`config.mk`:
```
export PLATFORM = sky130hd
export DESIGN_NAME = alarm_buzzer_ctrl
export DESIGN_NICKNAME = d
export VERILOG_FILES = /design/src/rtl/alarm_buzzer_ctrl.sv
export SDC_FILE = /design/constraint.sdc
export NUM_CORES = 1
export LEC_CHECK = 0
export ABC_AREA = 0
export ABC_CLOCK_PERIOD_IN_PS = 7600
export BUFFER_PORTS_ARGS = -buffer_cell sky130_fd_sc_hd__buf_2
export CORE_ASPECT_RATIO = 1.4
export CORE_UTILIZATION = 50
export CTS_CLUSTER_DIAMETER = 200
export DETAILED_ROUTE_END_ITERATION = 12
export PLACE_DENSITY = 0.65
export SYNTH_ARGS = -nofsm -noshare
export SYNTH_HDL_FRONTEND = slang
export SYNTH_SLANG_ARGS = --single-unit
```
`constraint.sdc`:
```
create_clock -name clk_50 -period 7.6 [get_ports clk_50]
set_clock_uncertainty 0.2 [all_clocks]
set_input_delay 2.28 -clock clk_50 [delete_from_list [all_inputs] [get_ports clk_50]]
set_output_delay 2.28 -clock clk_50 [all_outputs]
set_load 0.01 [all_outputs]
```
`src/rtl/alarm_buzzer_ctrl.sv`:
```
// alarm_buzzer_ctrl
//   Drives the piezo buzzer from the clock's alarm-match and hourly chime
//   events. Contains its own ms/second prescaler, a free-running tone
//   generator, debounced snooze/stop buttons and the ring/snooze/chime FSM.
//
// Ports
//   clk_50      in   board clock
//   ncr         in   synchronous reset, active-low
//   alarm_on    in   alarm armed (SwitchAL)
//   alarm_match in   high while alarm time equals clock time
//   chime_req   in   single-cycle pulse at the top of the hour
//   chime_hour  in   [4:0] hour to chime, binary 0..23
//   snooze_btn  in   raw asynchronous snooze button, active-high
//   stop_btn    in   raw asynchronous stop button, active-high
//   buzzer      out  gated tone to the piezo
//   ringing     out  high while ringing
//   snoozed     out  high while snoozing
//   chiming     out  high while chiming
module alarm_buzzer_ctrl #(
    parameter int CLK_HZ       = 50000000,
    parameter int TONE_HZ      = 2000,
    parameter int DEBOUNCE_MS  = 20,
    parameter int BEEP_ON_MS   = 250,
    parameter int BEEP_OFF_MS  = 250,
    parameter int CHIME_ON_MS  = 100,
    parameter int CHIME_OFF_MS = 200,
    parameter int RING_SEC     = 60,
    parameter int SNOOZE_SEC   = 300,
    parameter int MAX_SNOOZE   = 3
) (
    input  logic       clk_50,
    input  logic       ncr,
    input  logic       alarm_on,
    input  logic       alarm_match,
    input  logic       chime_req,
    input  logic [4:0] chime_hour,
    input  logic       snooze_btn,
    input  logic       stop_btn,
    output logic       buzzer,
    output logic       ringing,
    output logic       snoozed,
    output logic       chiming
);

    localparam int MS_DIV    = (CLK_HZ / 1000 > 0) ? CLK_HZ / 1000 : 1;
    localparam int TONE_HALF = (CLK_HZ / (2 * TONE_HZ) > 0) ? CLK_HZ / (2 * TONE_HZ) : 1;

    typedef enum logic [2:0] {
        IDLE   = 3'd0,
        RING   = 3'd1,
        SNOOZE = 3'd2,
        CHIME  = 3'd3,
        HOLD   = 3'd4
    } state_t;

    logic [31:0] msCnt_q, secCnt_q, toneCnt_q;
    logic        tone_q;
    logic        msTick, secTick, toneFlip;

    assign msTick   = (msCnt_q == 32'(MS_DIV - 1));
    assign secTick  = msTick && (secCnt_q == 32'd999);
    assign toneFlip = (toneCnt_q == 32'(TONE_HALF - 1));

    // Free-running timebase: a ms pulse, a second pulse built from 1000 ms
    // pulses, and the square-wave tone. None of these care about the FSM,
    // so the tone phase is independent of when a ring or chime starts.
    always_ff @(posedge clk_50) begin
        if (!ncr) begin
            msCnt_q   <= '0;
            secCnt_q  <= '0;
            toneCnt_q <= '0;
            tone_q    <= 1'b0;
        end else begin
            msCnt_q <= msTick ? '0 : msCnt_q + 32'd1;
            if (msTick) begin
                secCnt_q <= secTick ? '0 : secCnt_q + 32'd1;
            end
            toneCnt_q <= toneFlip ? '0 : toneCnt_q + 32'd1;
            if (toneFlip) begin
                tone_q <= ~tone_q;
            end
        end
    end

    // Index 0 is snooze, index 1 is stop.
    logic [1:0]  btnRaw, sync1_q, sync2_q, deb_q, debPrev_q, press;
    logic [31:0] dbCnt_q [2];
    logic        stopPress, snoozePress;

    assign btnRaw      = {stop_btn, snooze_btn};
    assign press       = deb_q & ~debPrev_q;
    assign stopPress   = press[1];
    assign snoozePress = press[0];

    // Button conditioning: two-flop synchronizer, then a debouncer that
    // samples once per ms and only adopts the synchronized level after it
    // has differed from the accepted level for DEBOUNCE_MS samples in a row.
    // Any sample that agrees with the accepted level restarts the count, so
    // short glitches never get through. A press is the rising edge of the
    // accepted level.
    always_ff @(posedge clk_50) begin
        if (!ncr) begin
            sync1_q   <= '0;
            sync2_q   <= '0;
            deb_q     <= '0;
            debPrev_q <= '0;
            for (int i = 0; i < 2; i++) begin
                dbCnt_q[i] <= '0;
            end
        end else begin
            sync1_q   <= btnRaw;
            sync2_q   <= sync1_q;
            debPrev_q <= deb_q;
            for (int i = 0; i < 2; i++) begin
                if (msTick) begin
                    if (sync2_q[i] == deb_q[i]) begin
                        dbCnt_q[i] <= '0;
                    end else if (dbCnt_q[i] == 32'(DEBOUNCE_MS - 1)) begin
                        deb_q[i]   <= sync2_q[i];
                        dbCnt_q[i] <= '0;
                    end else begin
                        dbCnt_q[i] <= dbCnt_q[i] + 32'd1;
                    end
                end
            end
        end
    end

    logic armed, armPrev_q, started_q, alarmEvt_q;

    assign armed = alarm_on & alarm_match;

    // Alarm event detector: registered rising edge of the armed match.
    // started_q masks the first cycle after reset so that a match which was
    // already high through reset is not mistaken for a fresh edge.
    always_ff @(posedge clk_50) begin
        if (!ncr) begin
            started_q  <= 1'b0;
            armPrev_q  <= 1'b0;
            alarmEvt_q <= 1'b0;
        end else begin
            started_q  <= 1'b1;
            armPrev_q  <= armed;
            alarmEvt_q <= started_q & armed & ~armPrev_q;
        end
    end

    logic [3:0] hourMod, chimeBeeps;

    // Beep count for the chime: hour modulo 12, with 0 becoming 12.
    always_comb begin
        hourMod = chime_hour[3:0];
        if (chime_hour >= 5'd24) begin
            hourMod = 4'(chime_hour - 5'd24);
        end else if (chime_hour >= 5'd12) begin
            hourMod = 4'(chime_hour - 5'd12);
        end
        chimeBeeps = (hourMod == 4'd0) ? 4'd12 : hourMod;
    end

    state_t      state_q, state_d;
    logic [31:0] phaseCnt_q, phaseCnt_d, ringSec_q, ringSec_d;
    logic [31:0] snzSec_q, snzSec_d, snoozeCnt_q, snoozeCnt_d;
    logic [3:0]  beeps_q, beeps_d;
    logic        phaseOn_q, phaseOn_d, gate;
    logic        buzzer_q, ringing_q, snoozed_q, chiming_q;

    // Next-state and timer logic. RING and CHIME share one ms phase counter
    // and on/off flag for their cadences. Whenever the state changes, all
    // sub-state timers are cleared and the cadence restarts on its on-phase,
    // so every RING or CHIME entry begins with sound.
    always_comb begin
        state_d     = state_q;
        phaseCnt_d  = phaseCnt_q;
        phaseOn_d   = phaseOn_q;
        ringSec_d   = ringSec_q;
        snzSec_d    = snzSec_q;
        snoozeCnt_d = snoozeCnt_q;
        beeps_d     = beeps_q;
        gate        = 1'b0;
        case (state_q)
            IDLE: begin
                if (alarmEvt_q) begin
                    state_d     = RING;
                    snoozeCnt_d = '0;
                end else if (chime_req) begin
                    state_d = CHIME;
                    beeps_d = chimeBeeps;
                end
            end
            RING: begin
                gate = phaseOn_q;
                if (msTick) begin
                    if (phaseCnt_q == (phaseOn_q ? 32'(BEEP_ON_MS - 1) : 32'(BEEP_OFF_MS - 1))) begin
                        phaseCnt_d = '0;
                        phaseOn_d  = ~phaseOn_q;
                    end else begin
                        phaseCnt_d = phaseCnt_q + 32'd1;
                    end
                end
                if (secTick) begin
                    ringSec_d = ringSec_q + 32'd1;
                end
                if (!alarm_on) begin
                    state_d = IDLE;
                end else if (stopPress) begin
                    state_d = HOLD;
                end else if (snoozePress) begin
                    if (snoozeCnt_q < 32'(MAX_SNOOZE)) begin
                        state_d     = SNOOZE;
                        snoozeCnt_d = snoozeCnt_q + 32'd1;
                    end else begin
                        state_d = HOLD;
                    end
                end else if (secTick && ringSec_q == 32'(RING_SEC - 1)) begin
                    state_d = HOLD;
                end
            end
            SNOOZE: begin
                if (secTick) begin
                    snzSec_d = snzSec_q + 32'd1;
                end
                if (!alarm_on || stopPress) begin
                    state_d = IDLE;
                end else if (secTick && snzSec_q == 32'(SNOOZE_SEC - 1)) begin
                    state_d = RING;
                end
            end
            CHIME: begin
                gate = phaseOn_q;
                if (alarmEvt_q) begin
                    state_d     = RING;
                    snoozeCnt_d = '0;
                end else if (msTick) begin
                    if (phaseOn_q) begin
                        if (phaseCnt_q == 32'(CHIME_ON_MS - 1)) begin
                            phaseCnt_d = '0;
                            phaseOn_d  = 1'b0;
                        end else begin
                            phaseCnt_d = phaseCnt_q + 32'd1;
                        end
                    end else if (phaseCnt_q == 32'(CHIME_OFF_MS - 1)) begin
                        if (beeps_q <= 4'd1) begin
                            state_d = IDLE;
                        end else begin
                            beeps_d    = beeps_q - 4'd1;
                            phaseCnt_d = '0;
                            phaseOn_d  = 1'b1;
                        end
                    end else begin
                        phaseCnt_d = phaseCnt_q + 32'd1;
                    end
                end
            end
            HOLD: begin
                if (!alarm_on || !alarm_match) begin
                    state_d = IDLE;
                end
            end
            default: state_d = IDLE;
        endcase
        if (state_d != state_q) begin
            phaseCnt_d = '0;
            phaseOn_d  = 1'b1;
            ringSec_d  = '0;
            snzSec_d   = '0;
        end
    end

    // State and timer registers, plus the registered buzzer and status
    // outputs. The buzzer follows the gate one cycle late, and the status
    // flags are decodes of the current state, also one cycle late.
    always_ff @(posedge clk_50) begin
        if (!ncr) begin
            state_q     <= IDLE;
            phaseCnt_q  <= '0;
            phaseOn_q   <= 1'b0;
            ringSec_q   <= '0;
            snzSec_q    <= '0;
            snoozeCnt_q <= '0;
            beeps_q     <= '0;
            buzzer_q    <= 1'b0;
            ringing_q   <= 1'b0;
            snoozed_q   <= 1'b0;
            chiming_q   <= 1'b0;
        end else begin
            state_q     <= state_d;
            phaseCnt_q  <= phaseCnt_d;
            phaseOn_q   <= phaseOn_d;
            ringSec_q   <= ringSec_d;
            snzSec_q    <= snzSec_d;
            snoozeCnt_q <= snoozeCnt_d;
            beeps_q     <= beeps_d;
            buzzer_q    <= tone_q & gate;
            ringing_q   <= (state_q == RING);
            snoozed_q   <= (state_q == SNOOZE);
            chiming_q   <= (state_q == CHIME);
        end
    end

    assign buzzer  = buzzer_q;
    assign ringing = ringing_q;
    assign snoozed = snoozed_q;
    assign chiming = chiming_q;

endmodule
```
==> metrics.txt <==
CP max FO=32; clk slew on worst S/H paths=0.06 ns; CP Launch Type=primary input; CTS H-tree depth=2; Net Count, Synth=1742; Synth warnings=0; RSZ-0062 raised after global routing=false; PD cells=217 nW/µm²; pin count of the biggest net entering global routing=63; run status=completed; DR WL/cell=~15 µm; Tot GR Track Use=20.9%; Final Cycle Share=57.5%; PostCTS Resize Cnt=0; Arr. time, crit path=4.52 ns; actual slew at the worst max-slew pin=1.11 ns; Antenna Nets Post-Route=0; area of the multi-input gates=7680 µm²; setup TNS after final layout=0 ns; Tot Pwr=~3.6 mW; first-pass GRT wire length=between 50000 and 60000 µm; Initial Util=51.0%; Setup CP Type=primary input to flop; CTS buffer count=34; Final Hold Vio Count=0; crit path cell chain=buf_2 > inv_1 > or4_1 > a21oi_1; P&R area growth vs syn=10.2%; Core ar.=29400 µm²; min Tclk post-route=4.37 ns; Synth Flop Type=dfxtp_1; Die ar.=30600 µm²; leakage=5.61 nW; DR DRC count=0; I/O pin total=16; sequential share of the synthesized area=46.0%; I/O Buffers=15; layout cell share with drive strength beyond 1=5.99%; fin cells=2118; max_slew headroom=26.3%; CTS hold repair buffers=0; synthesized instance count=about 1.7k; syn avg cell area=roughly 8.7 µm²; flops & latches, synth=around 310; fill count=2642; Vias/cell=roughly 5.6; Final nets=1738; critical path's slowest cell=or4_1; Synth cell types=57; GP Congestion=roughly 0.85; asr flop ratio synth=0%; FP Rows=74; CP endpoint kind=flop; hpwl dp=21200 µm; die height=~210 µm; router iterations before antenna repair=6; Final Max Tran Viols=0; root buffer cell=clkbuf_16; via count of the routed design=11.9k; EDFF count, synth=64; Req. time, crit path=7.74 ns; max-cap viol count=0; postcts setup bufs=0; die width=about 150 µm; CTS tree=yes; Starting DRT DRC Count=630; f_max=229 MHz; synthesized area=15000 µm²; storage element area=6890 µm²; initial antenna violation count=1; clock latency on the worst-skew pair=0.52 ns; final setup vio count=0; Sink Count=312; clk buf depth=3; grt ovf=0; crit-path max cell delay=approximately 1.1 ns; DRT Wirelength=31500 µm; worst hold-check path type=flop to flop; Max IR drop VDD=approximately 0.18 mV; vias in the first global route=11.5k; DP Cell Count=2056
[flip-flops by register name (all words and copies together), names as in the netlist]
register	count
alarmEvt_q	1
debPrev_q	2
deb_q	2
phaseCnt_q	32
state_q	3
phaseOn_q	1
sync1_q	2
snoozed	1
armPrev_q	1
sync2_q	2
beeps_q	4
ringSec_q	32
msCnt_q	32
started_q	1
ringing	1
toneCnt_q	32
secCnt_q	32
snzSec_q	32
dbCnt_q	64
buzzer	1
snoozeCnt_q	32
tone_q	1
chiming	1
[routing by layer]
layer  share of wire [%]  vias to the layer above  track usage, %
met2                  51                      149            38.3
met4                 2.5                        0            7.22
met5                   0                        -               0
li1                    -                     6010               -
met3                 2.4                       57            2.64
met1                  45                     5705            25.0
[cell families after synthesis]
kind of cell / after synthesis / share of synthesized area [%]
AND/OR/NAND/NOR: 929 / 31.5
flip-flops: 312 / 46.0
XOR/XNOR: 218 / 12.8
AO/OA/AOI/OAI: 140 / 5.41
buffers and inverters: 97 / 2.69
adder cells (fa/ha/maj): 14 / 1.17
multiplexers: 6 / 0.401
[power breakdown]
group	internal, mW	total (mW)	switching [mW]	leakage, nW
Sequential	1.71	1.73	0.0233	2.69
Clock	1.05	1.71	0.666	0.570
Combinational	0.0393	0.129	0.0895	2.35
[area by class of cell]
type	instances	share of cell area, %
Clock buffer	51	6.29
Inverter	32	0.728
Timing Repair Buffer	25	0.911
Multi-Input combinational cell	1307	46.6
Antenna cell	1	0.0152
Sequential cell	312	41.8
Clock inverter	10	0.804
Tap cell	380	2.88
[path summary, 6_finish.rpt]
path / startpoint / endpoint / slack, ns / cells after the start
setup / recovery: ncr / dbCnt_q[1][29] / 3.23 / 4
setup reg to reg: msCnt_q[16] / phaseCnt_q[6] / 3.23 / 9
hold reg to reg: msCnt_q[0] / msCnt_q[0] / 0.25 / 1
hold / removal: msCnt_q[0] / msCnt_q[0] / 0.25 / 1
[cell usage after synthesis, types with 20 or more instances]
master | instances | area share [%]
nor3_1 | 30 | 1.0
xnor2_1 | 77 | 4.5
xor2_1 | 141 | 8.3
nand2_1 | 137 | 3.4
and3_1 | 59 | 2.5
or3_1 | 26 | 1.1
dfxtp_1 | 248 | 33
nand4_1 | 75 | 3.1
and4_1 | 28 | 1.6
clkbuf_1 | 55 | 1.4
o21ai_0 | 44 | 1.5
and2_1 | 20 | 0.84
nand3_1 | 100 | 3.3
edfxtp_1 | 64 | 13
inv_1 | 32 | 0.80
a21oi_1 | 59 | 2.0
nor4_1 | 59 | 2.5
nor2_1 | 307 | 7.7
[metrics by stage]
step           hold WS, ns  worst slack [ns]  utilization, %  cell area (µm²)
3_3_place_gp         0.217              2.73            52.2            15300
4_1_cts              0.252              3.18            56.2            16500
3_5_place_dp         0.237              2.64            52.2            15300
6_report             0.253              3.23            56.2            16500
5_1_grt              0.276              2.99            56.2            16500
2_1_floorplan        0.212              3.16               -            15000
[worst max-delay path: cells and delay by family]
family	cells	cell delay, ns
buffers and inverters	2	0.81
AND/OR/NAND/NOR	1	1.12
AO/OA/AOI/OAI	1	0.30
[placed cells by master, fill, tap and decap left out, drive strengths merged, types with 4 or more instances in the layout]
cell and n:
or3 26, nand3 100, edfxtp 64, or4 11, or2 5, xnor2 77
ha 14, nor2 317, xor2 141, and4 28, nor4 59, o21ai 44
and3 59, nand2 137, nand4 75, nand3b 7, nand2b 5, clkinv 4
clkbuf 51, nor2b 18, nor3 31, a31oi 10, a21oi 59, nor4b 15
buf 25, mux2i 6, a211oi 5, and2 21, nor3b 5, inv 33
dfxtp 248
(Power assumes the default switching activity.)
